==> src/rtl/mem_port_arbiter_if.sv <==
// Bundle of the fetch, data and memory-side handshake signals around mem_port_arbiter.
// The slave modport is the arbiter's view; master is the requesters' and memory's view.
interface mem_port_arbiter_if #(
  parameter int ADDR_WIDTH = 32,
  parameter int DATA_WIDTH = 32
);
  logic                  if_req;
  logic [ADDR_WIDTH-1:0] if_addr;
  logic                  if_gnt;
  logic                  if_rvalid;
  logic [DATA_WIDTH-1:0] if_rdata;

  logic                  dm_req;
  logic                  dm_we;
  logic [ADDR_WIDTH-1:0] dm_addr;
  logic [DATA_WIDTH-1:0] dm_wdata;
  logic                  dm_gnt;
  logic                  dm_rvalid;
  logic [DATA_WIDTH-1:0] dm_rdata;

  logic                  mem_req;
  logic                  mem_we;
  logic [ADDR_WIDTH-1:0] mem_addr;
  logic [DATA_WIDTH-1:0] mem_wdata;
  logic                  mem_ack;
  logic [DATA_WIDTH-1:0] mem_rdata;

  logic                  busy;

  modport slave (
    input  if_req, if_addr,
    output if_gnt, if_rvalid, if_rdata,
    input  dm_req, dm_we, dm_addr, dm_wdata,
    output dm_gnt, dm_rvalid, dm_rdata,
    output mem_req, mem_we, mem_addr, mem_wdata,
    input  mem_ack, mem_rdata,
    output busy
  );

  modport master (
    output if_req, if_addr,
    input  if_gnt, if_rvalid, if_rdata,
    output dm_req, dm_we, dm_addr, dm_wdata,
    input  dm_gnt, dm_rvalid, dm_rdata,
    input  mem_req, mem_we, mem_addr, mem_wdata,
    output mem_ack, mem_rdata,
    input  busy
  );
endinterface

==> src/rtl/mem_port_arbiter.sv <==
// Shares one memory port between instruction fetch and data requesters, one transaction at a time.
// Define ARB_ROUND_ROBIN_EN for alternating tie-breaks; otherwise data always wins a tie.
module mem_port_arbiter #(
  parameter int ADDR_WIDTH = 32,
  parameter int DATA_WIDTH = 32
) (
  input logic              clk,
  input logic              reset,
  mem_port_arbiter_if.slave bus
);

  typedef enum logic {IDLE, BUSY} state_t;
  typedef enum logic {FETCH, DATA} owner_t;

  state_t state, state_next;
  owner_t owner, owner_next;

  logic grant_if;
  logic grant_dm;
  logic tie_to_dm;
  logic complete;

  logic                  mem_we_q;
  logic [ADDR_WIDTH-1:0] mem_addr_q;
  logic [DATA_WIDTH-1:0] mem_wdata_q;
  logic                  if_rvalid_q;
  logic                  dm_rvalid_q;
  logic [DATA_WIDTH-1:0] if_rdata_q;
  logic [DATA_WIDTH-1:0] dm_rdata_q;

`ifdef ARB_ROUND_ROBIN_EN
  assign tie_to_dm = (owner == FETCH);
`else
  assign tie_to_dm = 1'b1;
`endif

  always_ff @(posedge clk or posedge reset) begin
    if (reset) begin
      state <= IDLE;
      owner <= FETCH;
    end else begin
      state <= state_next;
      owner <= owner_next;
    end
  end

  always_comb begin
    state_next = state;
    owner_next = owner;
    grant_if   = 1'b0;
    grant_dm   = 1'b0;
    complete   = 1'b0;
    case (state)
      IDLE: begin
        if (bus.if_req && bus.dm_req) begin
          grant_dm = tie_to_dm;
          grant_if = !tie_to_dm;
        end else begin
          grant_dm = bus.dm_req;
          grant_if = bus.if_req;
        end
        if (grant_if || grant_dm) begin
          state_next = BUSY;
          owner_next = grant_dm ? DATA : FETCH;
        end
      end
      BUSY: begin
        complete = bus.mem_ack;
        if (bus.mem_ack) state_next = IDLE;
      end
      default: state_next = IDLE;
    endcase
  end

  // Grants are combinational, so keep them quiet while reset is held.
  assign bus.if_gnt = grant_if && !reset;
  assign bus.dm_gnt = grant_dm && !reset;

  always_ff @(posedge clk or posedge reset) begin
    if (reset) begin
      mem_we_q    <= 1'b0;
      mem_addr_q  <= '0;
      mem_wdata_q <= '0;
      if_rvalid_q <= 1'b0;
      dm_rvalid_q <= 1'b0;
      if_rdata_q  <= '0;
      dm_rdata_q  <= '0;
    end else begin
      if_rvalid_q <= 1'b0;
      dm_rvalid_q <= 1'b0;
      if (grant_if) begin
        mem_we_q    <= 1'b0;
        mem_addr_q  <= bus.if_addr;
        mem_wdata_q <= '0;
      end else if (grant_dm) begin
        mem_we_q    <= bus.dm_we;
        mem_addr_q  <= bus.dm_addr;
        mem_wdata_q <= bus.dm_wdata;
      end
      if (complete) begin
        if (owner == DATA) begin
          dm_rvalid_q <= 1'b1;
          dm_rdata_q  <= mem_we_q ? '0 : bus.mem_rdata;
        end else begin
          if_rvalid_q <= 1'b1;
          if_rdata_q  <= bus.mem_rdata;
        end
      end
    end
  end

  assign bus.mem_req   = (state == BUSY);
  assign bus.busy      = (state == BUSY);
  assign bus.mem_we    = mem_we_q;
  assign bus.mem_addr  = mem_addr_q;
  assign bus.mem_wdata = mem_wdata_q;
  assign bus.if_rvalid = if_rvalid_q;
  assign bus.dm_rvalid = dm_rvalid_q;
  assign bus.if_rdata  = if_rdata_q;
  assign bus.dm_rdata  = dm_rdata_q;

endmodule

==> src/flat_wrapper.sv <==
// flat-port wrapper written by rule: the top's interface ports become plain ports
module mem_port_arbiter_flat 
#(
  parameter int ADDR_WIDTH = 32,
  parameter int DATA_WIDTH = 32
)
  (clk, reset, bus_if_req, bus_if_addr, bus_if_gnt, bus_if_rvalid, bus_if_rdata, bus_dm_req, bus_dm_we, bus_dm_addr, bus_dm_wdata, bus_dm_gnt, bus_dm_rvalid, bus_dm_rdata, bus_mem_req, bus_mem_we, bus_mem_addr, bus_mem_wdata, bus_mem_ack, bus_mem_rdata, bus_busy);
  mem_port_arbiter_if #(.ADDR_WIDTH(ADDR_WIDTH), .DATA_WIDTH(DATA_WIDTH)) bus_i ();
  input logic clk;
  input logic reset;
  input wire logic [$bits(bus_i.if_req)-1:0] bus_if_req;
  input wire logic [$bits(bus_i.if_addr)-1:0] bus_if_addr;
  output wire logic [$bits(bus_i.if_gnt)-1:0] bus_if_gnt;
  output wire logic [$bits(bus_i.if_rvalid)-1:0] bus_if_rvalid;
  output wire logic [$bits(bus_i.if_rdata)-1:0] bus_if_rdata;
  input wire logic [$bits(bus_i.dm_req)-1:0] bus_dm_req;
  input wire logic [$bits(bus_i.dm_we)-1:0] bus_dm_we;
  input wire logic [$bits(bus_i.dm_addr)-1:0] bus_dm_addr;
  input wire logic [$bits(bus_i.dm_wdata)-1:0] bus_dm_wdata;
  output wire logic [$bits(bus_i.dm_gnt)-1:0] bus_dm_gnt;
  output wire logic [$bits(bus_i.dm_rvalid)-1:0] bus_dm_rvalid;
  output wire logic [$bits(bus_i.dm_rdata)-1:0] bus_dm_rdata;
  output wire logic [$bits(bus_i.mem_req)-1:0] bus_mem_req;
  output wire logic [$bits(bus_i.mem_we)-1:0] bus_mem_we;
  output wire logic [$bits(bus_i.mem_addr)-1:0] bus_mem_addr;
  output wire logic [$bits(bus_i.mem_wdata)-1:0] bus_mem_wdata;
  input wire logic [$bits(bus_i.mem_ack)-1:0] bus_mem_ack;
  input wire logic [$bits(bus_i.mem_rdata)-1:0] bus_mem_rdata;
  output wire logic [$bits(bus_i.busy)-1:0] bus_busy;
  assign bus_i.if_req = bus_if_req;
  assign bus_i.if_addr = bus_if_addr;
  assign bus_if_gnt = bus_i.if_gnt;
  assign bus_if_rvalid = bus_i.if_rvalid;
  assign bus_if_rdata = bus_i.if_rdata;
  assign bus_i.dm_req = bus_dm_req;
  assign bus_i.dm_we = bus_dm_we;
  assign bus_i.dm_addr = bus_dm_addr;
  assign bus_i.dm_wdata = bus_dm_wdata;
  assign bus_dm_gnt = bus_i.dm_gnt;
  assign bus_dm_rvalid = bus_i.dm_rvalid;
  assign bus_dm_rdata = bus_i.dm_rdata;
  assign bus_mem_req = bus_i.mem_req;
  assign bus_mem_we = bus_i.mem_we;
  assign bus_mem_addr = bus_i.mem_addr;
  assign bus_mem_wdata = bus_i.mem_wdata;
  assign bus_i.mem_ack = bus_mem_ack;
  assign bus_i.mem_rdata = bus_mem_rdata;
  assign bus_busy = bus_i.busy;
  mem_port_arbiter #(.ADDR_WIDTH(ADDR_WIDTH), .DATA_WIDTH(DATA_WIDTH)) u_core (.clk(clk), .reset(reset), .bus(bus_i));
endmodule
==> config.mk <==
export PLATFORM = sky130hd
export DESIGN_NAME = mem_port_arbiter_flat
export DESIGN_NICKNAME = d
export VERILOG_FILES = /design/src/rtl/mem_port_arbiter_if.sv /design/src/rtl/mem_port_arbiter.sv /design/src/flat_wrapper.sv
export SDC_FILE = /design/constraint.sdc
export NUM_CORES = 1
export LEC_CHECK = 0
export ABC_AREA = 1
export CORE_MARGIN = 1.5
export CORE_UTILIZATION = 45
export DETAILED_ROUTE_END_ITERATION = 8
export DONT_BUFFER_PORTS = 1
export GPL_TIMING_DRIVEN = 0
export PLACE_DENSITY = 0.66
export SLEW_MARGIN = 5
export SYNTH_ARGS = -nofsm -noshare
export SYNTH_HDL_FRONTEND = slang
export SYNTH_SLANG_ARGS = --single-unit
==> constraint.sdc <==
create_clock -name clk -period 6.08 [get_ports clk]
set_input_delay 1.216 -clock clk [delete_from_list [all_inputs] [get_ports clk]]
set_output_delay 1.216 -clock clk [all_outputs]
set_load 0.01 [all_outputs]
# After elaboration in Yosys (flattened, before gate mapping)
# Index checks and enable logic that the tools add are counted.
# word_totals
word_cells	42
register_bits	133
out_inout_bits	135
# classes
n_reduce_logical	9
n_mux	22
bitwise_logic	2
# ops
operator	n
32-bit two-way mux	5
1-bit two-way mux	16
2-bit AND reduction	3
1-bit logical AND	3
1-bit NOT	2
1-bit one-hot mux with 2 select lines	1
2-bit nonzero test	1
1-bit zero test	1
1-bit logical OR	1

# Longest topological paths before layout
# Gate-level depths: netlist of the first run.
# logic_depth
word_depth	6
mapped_depth	8
ltp_nobuf	6

# Worst setup path after synthesis of the first run
# Ideal clock, no wire load.
# synth_path
kind	in2out
from	in bus_dm_req
to	out bus_if_gnt
path_stages	3
t_arrival_ps	1788
path_slack_ps	3076
cell_sequence	nand3b_1 > buf_2 > nor2_1
# synth_via
elab_chain_cells	5
# synth_lines
item	line	text
start, declared	flat_wrapper.sv:16	input wire logic [$bits(bus_i.dm_req)-1:0] bus_dm_req;
1-bit logical AND	mem_port_arbiter.sv:55	if (bus.if_req && bus.dm_req) begin
1-bit two-way mux	mem_port_arbiter.sv:55	
1-bit two-way mux (2 in a row)	mem_port_arbiter.sv:53	case (state)
1-bit logical AND	mem_port_arbiter.sv:76	assign bus.if_gnt = grant_if && !reset;
end, declared	flat_wrapper.sv:13	output wire logic [$bits(bus_i.if_gnt)-1:0] bus_if_gnt;
# No other way between the ends. The select of a mux whose other input is x is not followed.

# Worst setup path after layout of the first run
# Ends and elaborated chain as after synthesis.

==> flow_summary.yaml, run 1 <==
global_routing:
  globalRoute.totalOverflow: 0
  grt_max_degree: 74
  grt_antenna_before_repair: 0
  grt_pass1_vias: 4455
  grt_use_total_pct: 22.0
  grt_pass1_wl_mm: 22.3
power_and_ir_drop:
  combPwrFrac_pct: 18.3
  peakVddDrop_uv: 182
  p_switching_uw: 1210
  pwr-share-seq_pct: 51.0
  leakagePower_uw: 0.00369
  p_clk_share_pct: 30.6
  swShare_pct: 36.3
  intPower_uw: 2120
  pwr_density_cell_nw_per_um2: 515
detailed_routing:
  wl_mm: 14.1
  wire_per_inst_um: 15.7
  drc: 0
  vias: 4525
  viasPerCell: 5.02
  drt_first_pass_iters: 5
  ant_nets: 0
  drt_iter0_markers: 280
cts:
  htreeDepth: 4
  post_cts_buffers: 0
  clk_path_buf_depth: 2
  path_clk_slew_ns: 0.05
  cts.sinks: 133
  cts_tree: "done"
  cts_hold_buf: 0
  clk-insertion-delay-late_ns: 0.42
  numCtsBuffers: 17
  cts_root_buffer: "clkbuf_16"
  cts_resized: 0
floorplan:
  die_h_um: 115
  die_area_um2: 13200
  io_pins: 269
  coreArea_um2: 12100
  dieWidth_um: 115
  initial_core_util_pct: 46.4
  row_count: 40
hold_path:
  worstHoldPathCells: 2
  whs_endpoint: "u_core.bus.mem_wdata[19]"
  min-delay-start: "u_core.bus.mem_wdata[19]"
  hp-class: "flip-flop to flip-flop"
setup_path:
  timing.rr.start: "u_core.bus.busy"
  crit_path_start: "bus_dm_req"
  reg2reg_depth: 5
  rrSetupSlack_ns: 4.50
  cp.required_ns: 4.86
  cp-end-kind: "primary output"
  critPathLaunchType: "primary input"
  path_class: "primary input to primary output"
  crit_path_max_fanout: 10
  crit_arrival_ns: 1.90
  worstReg2RegEnd: "u_core.bus.dm_rdata[23]"
placement:
  port-buffer-count: 0
  placed_cells: 870
  place_ws_ns: 2.96
  hpwl_mm: 10.7
  routabilityCongestion: 0.893
  placed_area_um2: 5870
sta:
  tightest_slew_ns: 0.564
  fin_skew_ns: 0.00983
  max_freq_mhz: 321
  fin_crit_ns: 3.12
  drv_slew: 0
  setup_tns_ns: 0
  setup_viol: 0
  rsz0062_at_grt: "false"
  hold_viol: 0
  setup_slack_ns: 2.96
  finalCritPeriodShare_pct: 51.3
  timing.slew.headroom_pct: 62.4
synthesis:
  avgSynthCellArea_um2: 8.02
  syn_inst: 701
  synth_fp_nets: 835
  syn_area_um2: 5620
  ys_ff_latch: 133
  yosys.cell_types.count: 14
  ys_warn_count: 0
  yosysSeqAreaShare_pct: 59.2
cells_and_area:
  most-common-layout-cells: "385 x nand2_1, 133 x dfrtp_1, 69 x inv_1"
  area_delta_synth_final_pct: 14.7
  multi_input_area_um2: 1820
  final_cell_area_um2: 6450
  fillCellCount: 1151
  drive_above_1_share_pct: 7.37
  layout_commonest_cell: "nand2_1"
  post-route-util_pct: 53.2
  layoutNonFillerInstCount: 901
  num-nets-final: 855
  n_antenna_cell: 0
  seqCellArea_um2: 3330
run_status:
  outcome: "finished clean"
job:
  max_cap_viol_count: 0
==> Yosys cell counts <==
cell / instances / area (µm²)
nand3_1: 2 / 10.0
buf_2: 13 / 65.1
dfrtp_1: 133 / 3330
nand3b_1: 1 / 7.51
inv_1: 70 / 263
nand2_1: 385 / 1450
buf_1: 2 / 7.51
nand2_2: 3 / 18.8
buf_6: 6 / 67.6
inv_2: 2 / 7.51
clkbuf_1: 14 / 52.6
nor2_1: 2 / 7.51
buf_4: 1 / 7.51
o21ai_0: 67 / 335
==> critical path, stage by stage <==
cell	delay, ns
nand3b_1	0.24
buf_2	0.25
nor2_1	0.20
==> layer usage <==
| metal | global-route usage [%] | up-vias | wire length [µm] |
|---|---|---|---|
| li1 | - | 2135 | - |
| met1 | 24.9 | 2109 | 5320 |
| met2 | 38.0 | 254 | 7060 |
| met3 | 7.54 | 27 | 1450 |
| met4 | 9.71 | 0 | 298 |
| met5 | 0 | - | 0 |
==> cell type report <==
class | count | share of cell area (%)
Clock buffer | 22 | 7.04
Sequential cell | 133 | 51.6
Inverter | 72 | 4.27
Tap cell | 168 | 3.26
Clock inverter | 9 | 2.00
Multi-Input combinational cell | 460 | 28.3
Timing Repair Buffer | 1 | 0.427
Buffer | 36 | 3.10
==> worst max path at each step <==
stage | end | slack (ns) | depth (start not counted)
floorplan | u_core.bus.busy | 1.31 | 1
CTS | bus_if_gnt | 2.96 | 3
global placement | u_core.bus.if_rdata[10] | 0.03 | 1
finish | bus_if_gnt | 2.96 | 3
detailed placement | bus_if_gnt | 2.96 | 3
global route | bus_if_gnt | 2.89 | 3
==> sequential cells by signal, summed over array words and instances (netlist names) <==
name,cells
u_core.bus.busy,1
u_core.owner,1
u_core.bus.mem_wdata,32
u_core.bus.mem_addr,32
u_core.bus.if_rvalid,1
u_core.bus.mem_we,1
u_core.bus.if_rdata,32
u_core.bus.dm_rdata,32
u_core.bus.dm_rvalid,1
==> power groups by stage <==
stage / clock [µW] / combinational (µW) / sequential (µW)
final: 1020 / 609 / 1700
after global routing: 1080 / 724 / 1740
after CTS: 1040 / 621 / 1700
after detailed placement: 0 / 622 / 1700
after floorplan: 0 / 486 / 1600
after global placement: 0 / 584 / 1700
==> through the flow <==
step                hold WS (ns)  power (µW)
finish                     0.539        3320
floorplan                  0.506        2090
CTS                        0.541        3360
global route               0.556        3540
global placement           0.528        2290
detailed placement         0.528        2330
==> logic make-up (layout without fill, tap and decap cells) <==
group	count (synthesis)	after routing	synth area share, %
flops	133	133	59.2
buf+inv	108	140	8.37
simple gates	393	393	26.5
compound gates	67	67	5.96
(Power assumes the default switching activity.)
==> run 2: changes to the inputs <==
--- a/config.mk
+++ b/config.mk
@@ -11,7 +11,7 @@
 export DETAILED_ROUTE_END_ITERATION = 8
 export DONT_BUFFER_PORTS = 1
 export GPL_TIMING_DRIVEN = 0
-export PLACE_DENSITY = 0.66
+export PLACE_DENSITY = 0.68
 export SLEW_MARGIN = 5
 export SYNTH_ARGS = -nofsm -noshare
 export SYNTH_HDL_FRONTEND = slang
==> constraint.sdc (replaced) <==
create_clock -name clk -period 2.8 [get_ports clk]
set_input_delay 0.56 -clock clk [delete_from_list [all_inputs] [get_ports clk]]
set_output_delay 0.56 -clock clk [all_outputs]
set_load 0.01 [all_outputs]
==> run 2 against run 1 <==
Sequential share of layout area down 0.56 points. Clock skew down 0.0043 ns. Via count down 2.5%. Combinational power up 120%. Critical path depth up 1. Count of clock-buffer cells in the layout down 3. Sequential power up 120%.
==> flow_summary.yaml, run 2 (same netlist as run 1, synthesis figures left out) <==
run_status:
  outcome: "finished clean"
setup_path:
  cp.required_ns: 2.24
  endpoint: "bus_dm_gnt"
  cp_slowest_stage_delay_ns: 0.54
  rrSetupSlack_ns: 1.14
  critPathLaunchType: "flip-flop"
  reg2reg_depth: 5
  crit_path_start: "u_core.bus.busy"
  cp_slowest_cell: "dfrtp_1"
  timing.rr.start: "u_core.bus.busy"
  crit_path_max_fanout: 10
  worstReg2RegEnd: "u_core.bus.if_rdata[19]"
  crit_arrival_ns: 1.73
  path_class: "flip-flop to primary output"
  crit_chain: "inv_2 > nand2_2 > clkbuf_1 > nor2_1"
  cp-end-kind: "primary output"
cts:
  cts_root_buffer: "clkbuf_16"
  path_clk_slew_ns: 0.06
  cts.sinks: 133
  numCtsBuffers: 17
  cts_resized: 0
  clk_path_buf_depth: 2
  post_cts_buffers: 0
  htreeDepth: 4
  cts_hold_buf: 0
  clk-insertion-delay-late_ns: 0.41
  cts_tree: "done"
cells_and_area:
  num-nets-final: 857
  multi_input_area_um2: 1820
  layout_commonest_cell: "nand2_1"
  fillCellCount: 1157
  area_delta_synth_final_pct: 16.0
  n_antenna_cell: 0
  seqCellArea_um2: 3330
  layoutNonFillerInstCount: 904
  drive_above_1_share_pct: 8.15
  most-common-layout-cells: "385 x nand2_1, 133 x dfrtp_1, 69 x inv_1"
placement:
  placed_cells: 872
  hpwl_mm: 10.8
  routabilityCongestion: 0.902
  port-buffer-count: 0
sta:
  finalCritPeriodShare_pct: 81.6
  timing.slew.headroom_pct: 54.3
  rsz0062_at_grt: "false"
  setup_tns_ns: 0
  hold_viol: 0
  fin_crit_ns: 2.29
  drv_slew: 0
  tightest_slew_ns: 0.684
  setup_viol: 0
  fin_skew_ns: 0.00557
  max_freq_mhz: 438
detailed_routing:
  drc: 0
  wl_mm: 14.1
  drt_first_pass_iters: 5
  wire_per_inst_um: 15.6
  drt_iter0_markers: 265
  viasPerCell: 4.88
  ant_nets: 0
  vias: 4412
floorplan:
  die_area_um2: 13200
  dieWidth_um: 115
  io_pins: 269
  row_count: 40
  die_h_um: 115
  initial_core_util_pct: 46.4
  coreArea_um2: 12100
global_routing:
  grt_use_total_pct: 21.6
  globalRoute.totalOverflow: 0
  grt_max_degree: 43
  grt_pass1_wl_mm: 21.8
  grt_antenna_before_repair: 0
  grt_pass1_vias: 4355
job:
  max_cap_viol_count: 0
power_and_ir_drop:
  leakagePower_uw: 0.00372
  pwr_density_cell_nw_per_um2: 1120
  peakVddDrop_uv: 423
hold_path:
  hp-class: "primary input to async pin"
-- run 2: worst min-delay path by stage --
stage / slack [ns] / start / cells past startpoint / endpoint
finish: 0.12 / reset / 1 / u_core.bus.if_rdata[2]
global route: 0.16 / reset / 1 / u_core.bus.if_rdata[5]
CTS: 0.13 / reset / 1 / u_core.bus.if_rdata[8]
detailed placement: 0.53 / u_core.bus.mem_wdata[13] / 2 / u_core.bus.mem_wdata[13]
global placement: 0.53 / u_core.bus.mem_wdata[13] / 2 / u_core.bus.mem_wdata[13]
floorplan: 0.51 / u_core.bus.mem_wdata[10] / 2 / u_core.bus.mem_wdata[10]
-- run 2: critical path: cells and delay by family (launching register included) --
kind / cells / cell delay, ns
flops: 1 / 0.54
buf+inv: 2 / 0.46
simple gates: 2 / 0.31
-- run 2: layer usage --
metal | share of wire, % | GRT usage (%) | routed length [µm]
met4 | 1.5 | 8.23 | 217
met3 | 10 | 8.43 | 1420
met5 | 0 | 0 | 0
met2 | 50 | 37.0 | 7010
met1 | 39 | 24.4 | 5450
-- run 2: cell type report --
cell class                 count  share of cell area, %
clock inverter                13                   2.65
tap                          168                   3.22
timing repair buffer           3                   1.04
clock buffer                  19                   6.79
inverter                      72                   4.20
buffer                        36                   3.07
sequential                   133                   51.0
multi-input combinational    460                   28.0
-- run 2: metrics by stage --
step / cell area (µm²) / hold WS [ns] / setup WS [ns] / power (µW) / utilization, %
after floorplan: 5630 / 0.506 / 0.589 / 4540 / -
after global placement: 5840 / 0.528 / -0.0160 / 4960 / 48.2
after detailed placement: 5900 / 0.527 / 0.924 / 5060 / 48.8
after CTS: 6520 / 0.127 / 0.467 / 7390 / 53.8
after global routing: 6520 / 0.156 / 0.384 / 7780 / 53.8
final: 6520 / 0.122 / 0.514 / 7310 / 53.8
-- run 2: report_power, final --
| group | leakage (µW) | internal (µW) | switching, µW |
|---|---|---|---|
| clock network | 0.000292 | 1440 | 853 |
| registers | 0.00168 | 2700 | 980 |
| logic | 0.00175 | 489 | 848 |
| total | 0.00372 | 4630 | 2680 |
